[src/rtl/hazard_pkg.sv]
// Shared definitions for the pipeline hazard controller: state encoding,
// register-zero constant and the per-cycle pipeline control bundle.
package hazard_pkg;

   typedef enum logic {
      RUN      = 1'b0,
      MEM_WAIT = 1'b1
   } state_e;

   localparam logic [4:0] REG_ZERO = 5'd0;

   // Pipeline register controls decided every cycle
   typedef struct packed {
      logic pc_write;
      logic if_id_write;
      logic if_id_flush;
      logic id_ex_flush;
      logic ex_mem_write;
      logic mem_wb_write;
   } ctrl_t;

   localparam ctrl_t CTRL_RESET    = '{pc_write: 1'b0, if_id_write: 1'b0, if_id_flush: 1'b1,
                                       id_ex_flush: 1'b1, ex_mem_write: 1'b0, mem_wb_write: 1'b0};
   localparam ctrl_t CTRL_FREEZE   = '{pc_write: 1'b0, if_id_write: 1'b0, if_id_flush: 1'b0,
                                       id_ex_flush: 1'b0, ex_mem_write: 1'b0, mem_wb_write: 1'b0};
   localparam ctrl_t CTRL_REDIRECT = '{pc_write: 1'b1, if_id_write: 1'b1, if_id_flush: 1'b1,
                                       id_ex_flush: 1'b1, ex_mem_write: 1'b1, mem_wb_write: 1'b1};
   localparam ctrl_t CTRL_LOAD_USE = '{pc_write: 1'b0, if_id_write: 1'b0, if_id_flush: 1'b0,
                                       id_ex_flush: 1'b1, ex_mem_write: 1'b1, mem_wb_write: 1'b1};
   localparam ctrl_t CTRL_RUN      = '{pc_write: 1'b1, if_id_write: 1'b1, if_id_flush: 1'b0,
                                       id_ex_flush: 1'b0, ex_mem_write: 1'b1, mem_wb_write: 1'b1};

endpackage

[src/rtl/sat_counter.sv]
// Up-counter that sticks at all-ones instead of wrapping.
module sat_counter #(
   parameter int unsigned W = 16
) (
   input  logic         clk,
   input  logic         reset,
   input  logic         i_inc,
   output logic [W-1:0] o_count
);

   logic [W-1:0] r_count;

   always_ff @(posedge clk) begin
      if (reset) begin
         r_count <= '0;
      end else if (i_inc && (r_count != {W{1'b1}})) begin
         r_count <= r_count + W'(1);
      end
   end

   assign o_count = r_count;

endmodule

[src/rtl/hazard_ctrl_unit.sv]
// Pipeline sequencing controller: load-use stalls, redirect flushes,
// data-memory wait freeze with watchdog, and stall/flush counters.
module hazard_ctrl_unit
   import hazard_pkg::*;
#(
   parameter int unsigned MEM_TIMEOUT = 255,
   parameter int unsigned CNT_W       = 16
) (
   input  logic             clk,
   input  logic             reset,
   input  logic [4:0]       Rs1_ID,
   input  logic [4:0]       Rs2_ID,
   input  logic             Rs2_used_ID,
   input  logic [4:0]       RD_EX,
   input  logic             MemRead_EX,
   input  logic             Redirect_EX,
   input  logic             MemReq_MEM,
   input  logic             MemReady,
   output logic             PC_Write,
   output logic             IF_ID_Write,
   output logic             IF_ID_Flush,
   output logic             ID_EX_Flush,
   output logic             EX_MEM_Write,
   output logic             MEM_WB_Write,
   output logic             MemTimeoutErr,
   output logic [CNT_W-1:0] StallCnt,
   output logic [CNT_W-1:0] FlushCnt
);

   localparam int unsigned WAIT_W = 16;

   logic              w_load_use;
   logic              w_mem_busy;
   ctrl_t             w_ctrl;
   logic              w_stall_inc;
   logic              w_flush_inc;
   logic [WAIT_W:0]   w_wait_inc;
   state_e            r_state;
   logic [WAIT_W-1:0] r_wait_cnt;
   logic              r_timeout_err;

   assign w_load_use = MemRead_EX && (RD_EX != REG_ZERO) &&
                       ((Rs1_ID == RD_EX) || (Rs2_used_ID && (Rs2_ID == RD_EX)));
   assign w_mem_busy = MemReq_MEM && !MemReady;

   // Priority decode; a busy memory freezes everything so EX-stage requests are held
   always_comb begin
      w_ctrl = CTRL_RUN;
      if (reset) begin
         w_ctrl = CTRL_RESET;
      end else if (w_mem_busy) begin
         w_ctrl = CTRL_FREEZE;
      end else if (Redirect_EX) begin
         w_ctrl = CTRL_REDIRECT;
      end else if (w_load_use) begin
         w_ctrl = CTRL_LOAD_USE;
      end
   end

   assign w_stall_inc = !reset && !w_ctrl.pc_write;
   assign w_flush_inc = !reset && !w_mem_busy && Redirect_EX;
   assign w_wait_inc  = {1'b0, r_wait_cnt} + (WAIT_W+1)'(1);

   // Wait-state tracking and watchdog; the error never releases the pipe
   always_ff @(posedge clk) begin
      if (reset) begin
         r_state       <= RUN;
         r_wait_cnt    <= '0;
         r_timeout_err <= 1'b0;
      end else if (r_state == RUN) begin
         r_wait_cnt <= '0;
         if (w_mem_busy) begin
            r_state <= MEM_WAIT;
         end
      end else if (MemReady) begin
         r_state    <= RUN;
         r_wait_cnt <= '0;
      end else begin
         if (r_wait_cnt != WAIT_W'(MEM_TIMEOUT)) begin
            r_wait_cnt <= w_wait_inc[WAIT_W-1:0];
         end
         if (w_wait_inc >= (WAIT_W+1)'(MEM_TIMEOUT)) begin
            r_timeout_err <= 1'b1;
         end
      end
   end

   sat_counter #(.W(CNT_W)) u_stall_cnt (
      .clk     (clk),
      .reset   (reset),
      .i_inc   (w_stall_inc),
      .o_count (StallCnt)
   );

   sat_counter #(.W(CNT_W)) u_flush_cnt (
      .clk     (clk),
      .reset   (reset),
      .i_inc   (w_flush_inc),
      .o_count (FlushCnt)
   );

   assign PC_Write      = w_ctrl.pc_write;
   assign IF_ID_Write   = w_ctrl.if_id_write;
   assign IF_ID_Flush   = w_ctrl.if_id_flush;
   assign ID_EX_Flush   = w_ctrl.id_ex_flush;
   assign EX_MEM_Write  = w_ctrl.ex_mem_write;
   assign MEM_WB_Write  = w_ctrl.mem_wb_write;
   assign MemTimeoutErr = r_timeout_err;

endmodule

[config.mk]
export PLATFORM = sky130hd
export DESIGN_NAME = hazard_ctrl_unit
export DESIGN_NICKNAME = d
export VERILOG_FILES = /design/src/rtl/hazard_pkg.sv /design/src/rtl/sat_counter.sv /design/src/rtl/hazard_ctrl_unit.sv
export SDC_FILE = /design/constraint.sdc
export NUM_CORES = 1
export LEC_CHECK = 0
export CAP_MARGIN = 15
export CORE_MARGIN = 3
export CORE_UTILIZATION = 25
export CTS_CLUSTER_DIAMETER = 60
export DETAILED_ROUTE_END_ITERATION = 16
export GPL_ROUTABILITY_DRIVEN = 0
export GPL_TIMING_DRIVEN = 0
export PLACE_DENSITY = 0.5
export SETUP_SLACK_MARGIN = 0.1
export SLEW_MARGIN = 20
export SYNTH_ARGS = -nofsm -noshare
export SYNTH_HDL_FRONTEND = slang
export SYNTH_SLANG_ARGS = --single-unit
[constraint.sdc]
create_clock -name clk -period 2.3 [get_ports clk]
set_input_delay 0.46 -clock clk [delete_from_list [all_inputs] [get_ports clk]]
set_output_delay 0.46 -clock clk [all_outputs]
set_load 0.02 [all_outputs]
==> metrics.cfg, run 1 <==
[outcome]
status = finished clean

[synthesis]
syn_avg_cell_area_um2 = 8.41
yosys.cell_count.top_type = dfxtp_1
synth-seq-cells = 50
async_flop_share = 0
ys_warn_count = 0
synth_edf_count = 0
ys_dominant_reg_cell = dfxtp_1
yosysTopAreaCell = dfxtp_1
synth_nets = 338
ys_top_cells_by_area = dfxtp_1 (38%), xnor2_1 (7.0%), nor2_1 (5.7%)
synth_top_area_share = 0.382
synth.top_cells.by_count = dfxtp_1 (50), nor2_1 (40), nand2_1 (24), nand3_1 (22), xnor2_1 (21)
synth_cell_types = 46
ys_seq_area_frac = 0.382
syn_inst = 312
netlist_area_um2 = 2620

[critical_path]
cp.buffers_inverters = 3
critical_path_class = in -> out
r2r_end = u_stall_cnt.o_count[10]
r2r-start = u_stall_cnt.o_count[0]
path_cells = buf_8 > or4_4 > o21ai_4 > nor2_4 > a21boi_4 > buf_6 > buf_6
cpMaxStageDelayCell = or4_4
cp_slowest_stage_delay_ns = 0.54
worstSetupEndpoint = PC_Write
crit_family = simple AND/OR/NAND/NOR gates
critical_path.most_common_cell = buf_6
worstPathRequired_ns = 1.84
path_max_fanout = 3
critical_path_arrival_ns = 1.71
cp-end-kind = primary output
reg2regPathDepth = 7
reg2reg_slack_ns = 0.19
critPathLaunch = RD_EX[1]
cp-start-kind = input port
crit_cells = 7

[floorplanning]
die_w_um = 108
chipHeight_um = 108
num_io_pins = 61
initial_core_util = 0.262
num_rows = 36
fp.dieArea_um2 = 11800
core_area_um2 = 10000

[timing]
whs_ns = 0.485
period_share = 0.945
hold_violations = 0
relSlewSlack = 0.670
rsz0062_at_grt = yes
tns_ns = 0
max_freq_mhz = 460
worstMarginPinSlew_ns = 0.494
clock_skew_ns = 0.00930
finalCriticalPeriod_ns = 2.17
finalWorstSetupSlack_ns = 0.127
setup_viol = 0
final_max_slew_viol_count = 0

[detailed_routing]
wl_per_cell_um = 13.4
dr.pass1.iters = 4
ant_nets = 0
drtIter0Drc = 77
drt_wl_total_um = 6920
vias = 2519
avgViaCountPerCell = 4.86
drc_errors = 0

[placement]
placed_area_um2 = 3390
place_hpwl_um = 4970
io_buffers = 60
pre_cts_slack_ns = -0.795

[clock_network]
htreeDepth = 2
cts_buffer_depth = 2
insertion_delay_ns = 0.30
cts_tree = built
clkSinkCount = 50
clock-root-buffer = clkbuf_8
clk_pin_slew_ns = 0.10
cts_made_buffers = 5

[power_and_ir_drop]
pwr-share-comb = 0.111
p_total_uw = 1590
switching_share = 0.248
powerDensity_nw_per_um2 = 440
p_seq_frac = 0.549
power_frac_clock = 0.340
leakagePower_uw = 0.00118
ir_drop_mv = 0.231
switchingPower_uw = 396
power.internal_uw = 1200

[run]
max-cap-violations = 0

[global_routing]
gr-usage-all-layers = 0.118
grt_use_met3 = 0.0370
met2_usage = 0.196
overflow = 0
grt_max_degree = 15
grt_pass1_wl_um = 11300
antenna_found_initial = 0
first_global_vias = 2384
use_met1 = 0.145
grt-busiest-layer = met2

[cells_and_area]
n_fill_cell = 1060
n_antenna_cell = 0
design_area_um2 = 3620
fin_nets = 410
syn_to_final_growth_pct = 38.0
drive_gt1_frac = 0.145

[min_path]
hp-class = reg -> reg

worst min path at each step:
stage                  start       endpoint  slack [ns]  cells past startpoint
2_1_floorplan        r_state  r_wait_cnt[1]        0.44                      2
3_3_place_gp   MemTimeoutErr  MemTimeoutErr        0.46                      1
3_5_place_dp         r_state  r_wait_cnt[1]        0.47                      2
4_1_cts        MemTimeoutErr  MemTimeoutErr        0.49                      1
5_1_grt        MemTimeoutErr  MemTimeoutErr        0.51                      1
6_report             r_state  r_wait_cnt[1]        0.49                      2
routing by layer:
layer | vias up | routed length, µm
met5 | - | 0
met4 | 0 | 59
met3 | 2 | 360
met2 | 41 | 3340
met1 | 1198 | 3160
li1 | 1278 | -
flip-flops by register name (all words and copies together), names as in the netlist:
name                 count
u_stall_cnt.o_count     16
r_state                  1
u_flush_cnt.o_count     16
MemTimeoutErr            1
r_wait_cnt              16
what timing repair did:
| item | CTS | global route |
|---|---|---|
| gates resized for setup | 56 | 41 |
| setup buffers | 4 | 1 |
| pin swaps | 15 | 21 |
| hold buffers | 0 | 0 |
| setup endpoints to repair | 31 | 25 |
metrics by stage:
step                cells  utilization
CTS                   517        0.352
global placement      505        0.339
detailed placement    505        0.339
finish                518        0.362
floorplan             312            -
global route          518        0.362
cell families after synthesis:
logic type / after synthesis / share of synthesized area
adders and majority gates: 4 / 0.0191
DFF: 50 / 0.382
and+or+nand+nor: 141 / 0.279
xor gates and xnor gates: 38 / 0.127
muxes: 2 / 0.00763
AOI/OAI and AO/OA: 55 / 0.145
buffers and inverters: 22 / 0.0406
worst reg2reg max path: cells and delay by family, from the launching register on:
kind | cells | cell delay [ns]
and+or+nand+nor | 4 | 1.15
buffers and inverters | 1 | 0.15
AOI/OAI and AO/OA | 1 | 0.15
adders and majority gates | 1 | 0.23
DFF | 1 | 0.37
area by class of cell:
cell class / count / area [µm²] / share of cell area
buffer: 14 / 87.6 / 0.0242
timing repair buffer: 65 / 626 / 0.173
inverter: 8 / 30.0 / 0.00830
multi-input combinational: 240 / 1610 / 0.446
clock inverter: 1 / 5.00 / 0.00138
clock buffer: 7 / 86.3 / 0.0239
tap: 133 / 166 / 0.0460
sequential: 50 / 1000 / 0.277
power groups by stage:
stage | clock (µW) | sequential, µW | combinational (µW)
finish | 542 | 875 | 177
global route | 592 | 877 | 192
CTS | 567 | 876 | 163
detailed placement | 0 | 896 | 167
global placement | 0 | 896 | 167
floorplan | 0 | 898 | 80.0
placed cells by master, fill, tap and decap left out, drive strengths merged, types with 2 or more instances in the layout:
cell and count:
clkbuf 16, o31ai 8, xnor2 21, and2 2
or4 11, mux2i 2, clkdlybuf4s50 39, nor2b 2
or3 2, inv 8, o41ai 4, and3 7
xor2 17, nor2 40, a2111oi 2, nand4 14
nor4 2, dfxtp 50, a31oi 2, o21a 2
and4 4, clkdlybuf4s15 10, nor3 6, ha 4
o21ai 6, o311ai 6, nand3 22, buf 19
nand2 24, a21oi 17, nor3b 3
Note: power is estimated with default switching activity, not from simulation.
==> run 2: changes to the inputs <==
--- a/config.mk
+++ b/config.mk
@@ -10,7 +10,6 @@
 export CORE_UTILIZATION = 25
 export CTS_CLUSTER_DIAMETER = 60
 export DETAILED_ROUTE_END_ITERATION = 16
-export GPL_ROUTABILITY_DRIVEN = 0
 export GPL_TIMING_DRIVEN = 0
 export PLACE_DENSITY = 0.5
 export SETUP_SLACK_MARGIN = 0.1
==> results of run 2 <==
Same layout as run 1: the final DEF is identical, and so are final timing and power.
==> run 3: changes to the inputs <==
--- a/config.mk
+++ b/config.mk
@@ -17,3 +17,4 @@
 export SYNTH_ARGS = -nofsm -noshare
 export SYNTH_HDL_FRONTEND = slang
 export SYNTH_SLANG_ARGS = --single-unit
+export TNS_END_PERCENT = 5
==> constraint.sdc (replaced) <==
create_clock -name clk -period 2.51 [get_ports clk]
set_input_delay 0.502 -clock clk [delete_from_list [all_inputs] [get_ports clk]]
set_output_delay 0.502 -clock clk [all_outputs]
set_load 0.02 [all_outputs]
==> run 3 against run 2 <==
Via count fell by 1.1%. Clock-buffer cell count did not move. Total power fell by 4.9%. Die area did not move. Clock power rose by 3.9%. Global-route usage rose by 0.26 points. Sequential share of layout area rose by 0.47 points. Critical endpoint unchanged. Largest power group unchanged.
==> metrics.cfg, run 3 (synthesis gave the netlist of run 1 again) <==
[critical_path]
cp-start-kind = input port  ; unchanged
reg2regPathDepth = 8  ; was 7
critical_path_class = in -> out  ; unchanged
critical_path_arrival_ns = 2.00  ; was 1.71 ns
cp_slowest_stage_delay_ns = 0.55  ; was 0.54 ns
cp-end-kind = primary output  ; unchanged
r2r-start = u_stall_cnt.o_count[0]  ; unchanged
reg2reg_slack_ns = 0.31  ; was 0.19 ns
path_cells = dlygate4sd2_1 > or4_1 > o21ai_2 > nor2_1 > a21boi_2 > buf_4 > buf_2  ; was buf_8 > or4_4 > o21ai_4 > nor2_4 > a21boi_4 > buf_6 > buf_6
crit_family = simple AND/OR/NAND/NOR gates  ; unchanged
cp.buffers_inverters = 3  ; unchanged
r2r_end = u_stall_cnt.o_count[11]  ; was u_stall_cnt.o_count[10]
worstPathRequired_ns = 2.01  ; was 1.84 ns
cpMaxStageDelayCell = or4_1  ; was or4_4
path_max_fanout = 3  ; unchanged

[global_routing]
grt_max_degree = 15  ; unchanged
overflow = 0  ; unchanged
grt_pass1_wl_um = 11600  ; was 11300 µm
antenna_found_initial = 0  ; unchanged
gr-usage-all-layers = 0.121  ; was 0.118
first_global_vias = 2398  ; was 2384

[clock_network]
clk_pin_slew_ns = 0.08  ; was 0.10 ns
htreeDepth = 2  ; unchanged
clkSinkCount = 50  ; unchanged
hold_buffers = 0  ; unchanged
cts_buffer_depth = 2  ; unchanged
clock-root-buffer = clkbuf_8  ; unchanged
cts_made_buffers = 5  ; unchanged
cts_tree = built  ; unchanged
insertion_delay_ns = 0.30  ; about the same

[detailed_routing]
drt_wl_total_um = 6780  ; was 6920 µm
drc_errors = 0  ; unchanged
vias = 2491  ; was 2519
ant_nets = 0  ; unchanged
avgViaCountPerCell = 4.83  ; was 4.86
dr.pass1.iters = 4  ; unchanged
wl_per_cell_um = 13.1  ; was 13.4 µm
drtIter0Drc = 60  ; was 77

[placement]
pre_cts_slack_ns = -0.778  ; was -0.795 ns
routabilityCongestion = 0.782  ; was 0.719
place_hpwl_um = 5090  ; was 4970 µm
io_buffers = 60  ; unchanged
placed_area_um2 = 3390  ; about the same

[power_and_ir_drop]
power.internal_uw = 1170  ; was 1200 µW
leakagePower_uw = 0.00115  ; was 0.00118 µW
p_seq_frac = 0.529  ; was 0.549
switchingPower_uw = 349  ; was 396 µW
switching_share = 0.230  ; was 0.248
power_frac_clock = 0.372  ; was 0.340
pwr-share-comb = 0.099  ; was 0.111
powerDensity_nw_per_um2 = 427  ; was 440 nW/µm²
ir_drop_mv = 0.266  ; was 0.231 mV

[timing]
relSlewSlack = 0.658  ; was 0.670
tns_ns = 0  ; unchanged
finalWorstSetupSlack_ns = 0.0114  ; was 0.127 ns
setup_viol = 0  ; unchanged
rsz0062_at_grt = yes  ; unchanged
hold_violations = 0  ; unchanged
period_share = 0.995
finalCriticalPeriod_ns = 2.50
worstMarginPinSlew_ns = 0.514  ; was 0.494 ns
clock_skew_ns = 0.0118  ; was 0.00930 ns
max_freq_mhz = 400
final_max_slew_viol_count = 0  ; unchanged

[floorplanning]
num_rows = 36  ; unchanged
initial_core_util = 0.262  ; unchanged
die_w_um = 108  ; unchanged
chipHeight_um = 108  ; unchanged
num_io_pins = 61  ; unchanged
fp.dieArea_um2 = 11800  ; unchanged
core_area_um2 = 10000  ; unchanged

[min_path]
whs_endpoint = r_wait_cnt[1]  ; unchanged
hp-class = reg -> reg  ; unchanged
hold_start = r_state  ; unchanged
hold_depth = 2  ; unchanged

[cells_and_area]
fin_nets = 408  ; was 410
n_antenna_cell = 0  ; unchanged
drive_gt1_frac = 0.0940  ; was 0.145
finalCoreUtilization = 0.355  ; was 0.362
layout_commonest_cell = dfxtp_1  ; unchanged
design_area_um2 = 3550  ; was 3620 µm²
syn_to_final_growth_pct = 35.4  ; was 38.0%
layout_common_cells = dfxtp_1 (50), clkdlybuf4s50_1 (49), nor2_1 (39)  ; was dfxtp_1 (48), clkdlybuf4s50_1 (39), nor2_1 (38)

[run]
max-cap-violations = 0  ; unchanged

[outcome]
status = finished clean  ; unchanged

-- run 3: timing repair --
item | 4_1_cts | 5_1_grt
resized for setup | 31 | 6
pin swaps | 3 | 1
setup endpoints to repair | 23 | 25
buffers inserted | 0 | 3
-- run 3: how the worst max path moves through the flow --
stage,startpoint,to,cells after the start
global route,RD_EX[1],PC_Write,7
detailed placement,RD_EX[1],PC_Write,7
finish,RD_EX[1],PC_Write,7
global placement,RD_EX[1],PC_Write,7
floorplan,RD_EX[1],PC_Write,5
CTS,RD_EX[1],PC_Write,7
-- run 3: per-layer routing --
layer / track usage / up-vias / wire, µm
met2: 0.195 / 51 / 3120
met3: 0.0322 / 7 / 296
li1: - / 1276 / -
met1: 0.158 / 1157 / 3260
met4: 0.0352 / 0 / 97
met5: 0 / - / 0
-- run 3: cell type report --
type	instances	area, µm²
repair buffers	63	601
plain buffers	14	86.3
flip-flops and latches	50	1000
fillers	1095	6450
well taps	133	166
clock inverters	1	30.0
inverters	8	30.0
clock buffers	7	76.3
multi-input cells	240	1560
-- run 3: power groups by stage --
stage | sequential [µW] | clock [µW] | combinational, µW
CTS | 803 | 586 | 151
finish | 802 | 563 | 150
global placement | 821 | 0 | 153
floorplan | 823 | 0 | 72.7
detailed placement | 821 | 0 | 153
global route | 804 | 614 | 165
-- run 3: worst reg2reg max path: cells and delay by family (launching register included) --
| family | cells | cell delay [ns] |
|---|---|---|
| simple gates | 3 | 0.69 |
| compound gates | 2 | 0.38 |
| flops | 1 | 0.37 |
| buf+inv | 2 | 0.36 |
| fa+ha+maj | 1 | 0.27 |
-- run 3: per-stage QoR --
step	instances	hold WS [ns]	power [µW]
floorplan	312	0.438	896
global placement	505	0.453	974
detailed placement	505	0.455	974
CTS	513	0.471	1540
global route	516	0.492	1580
finish	516	0.468	1520
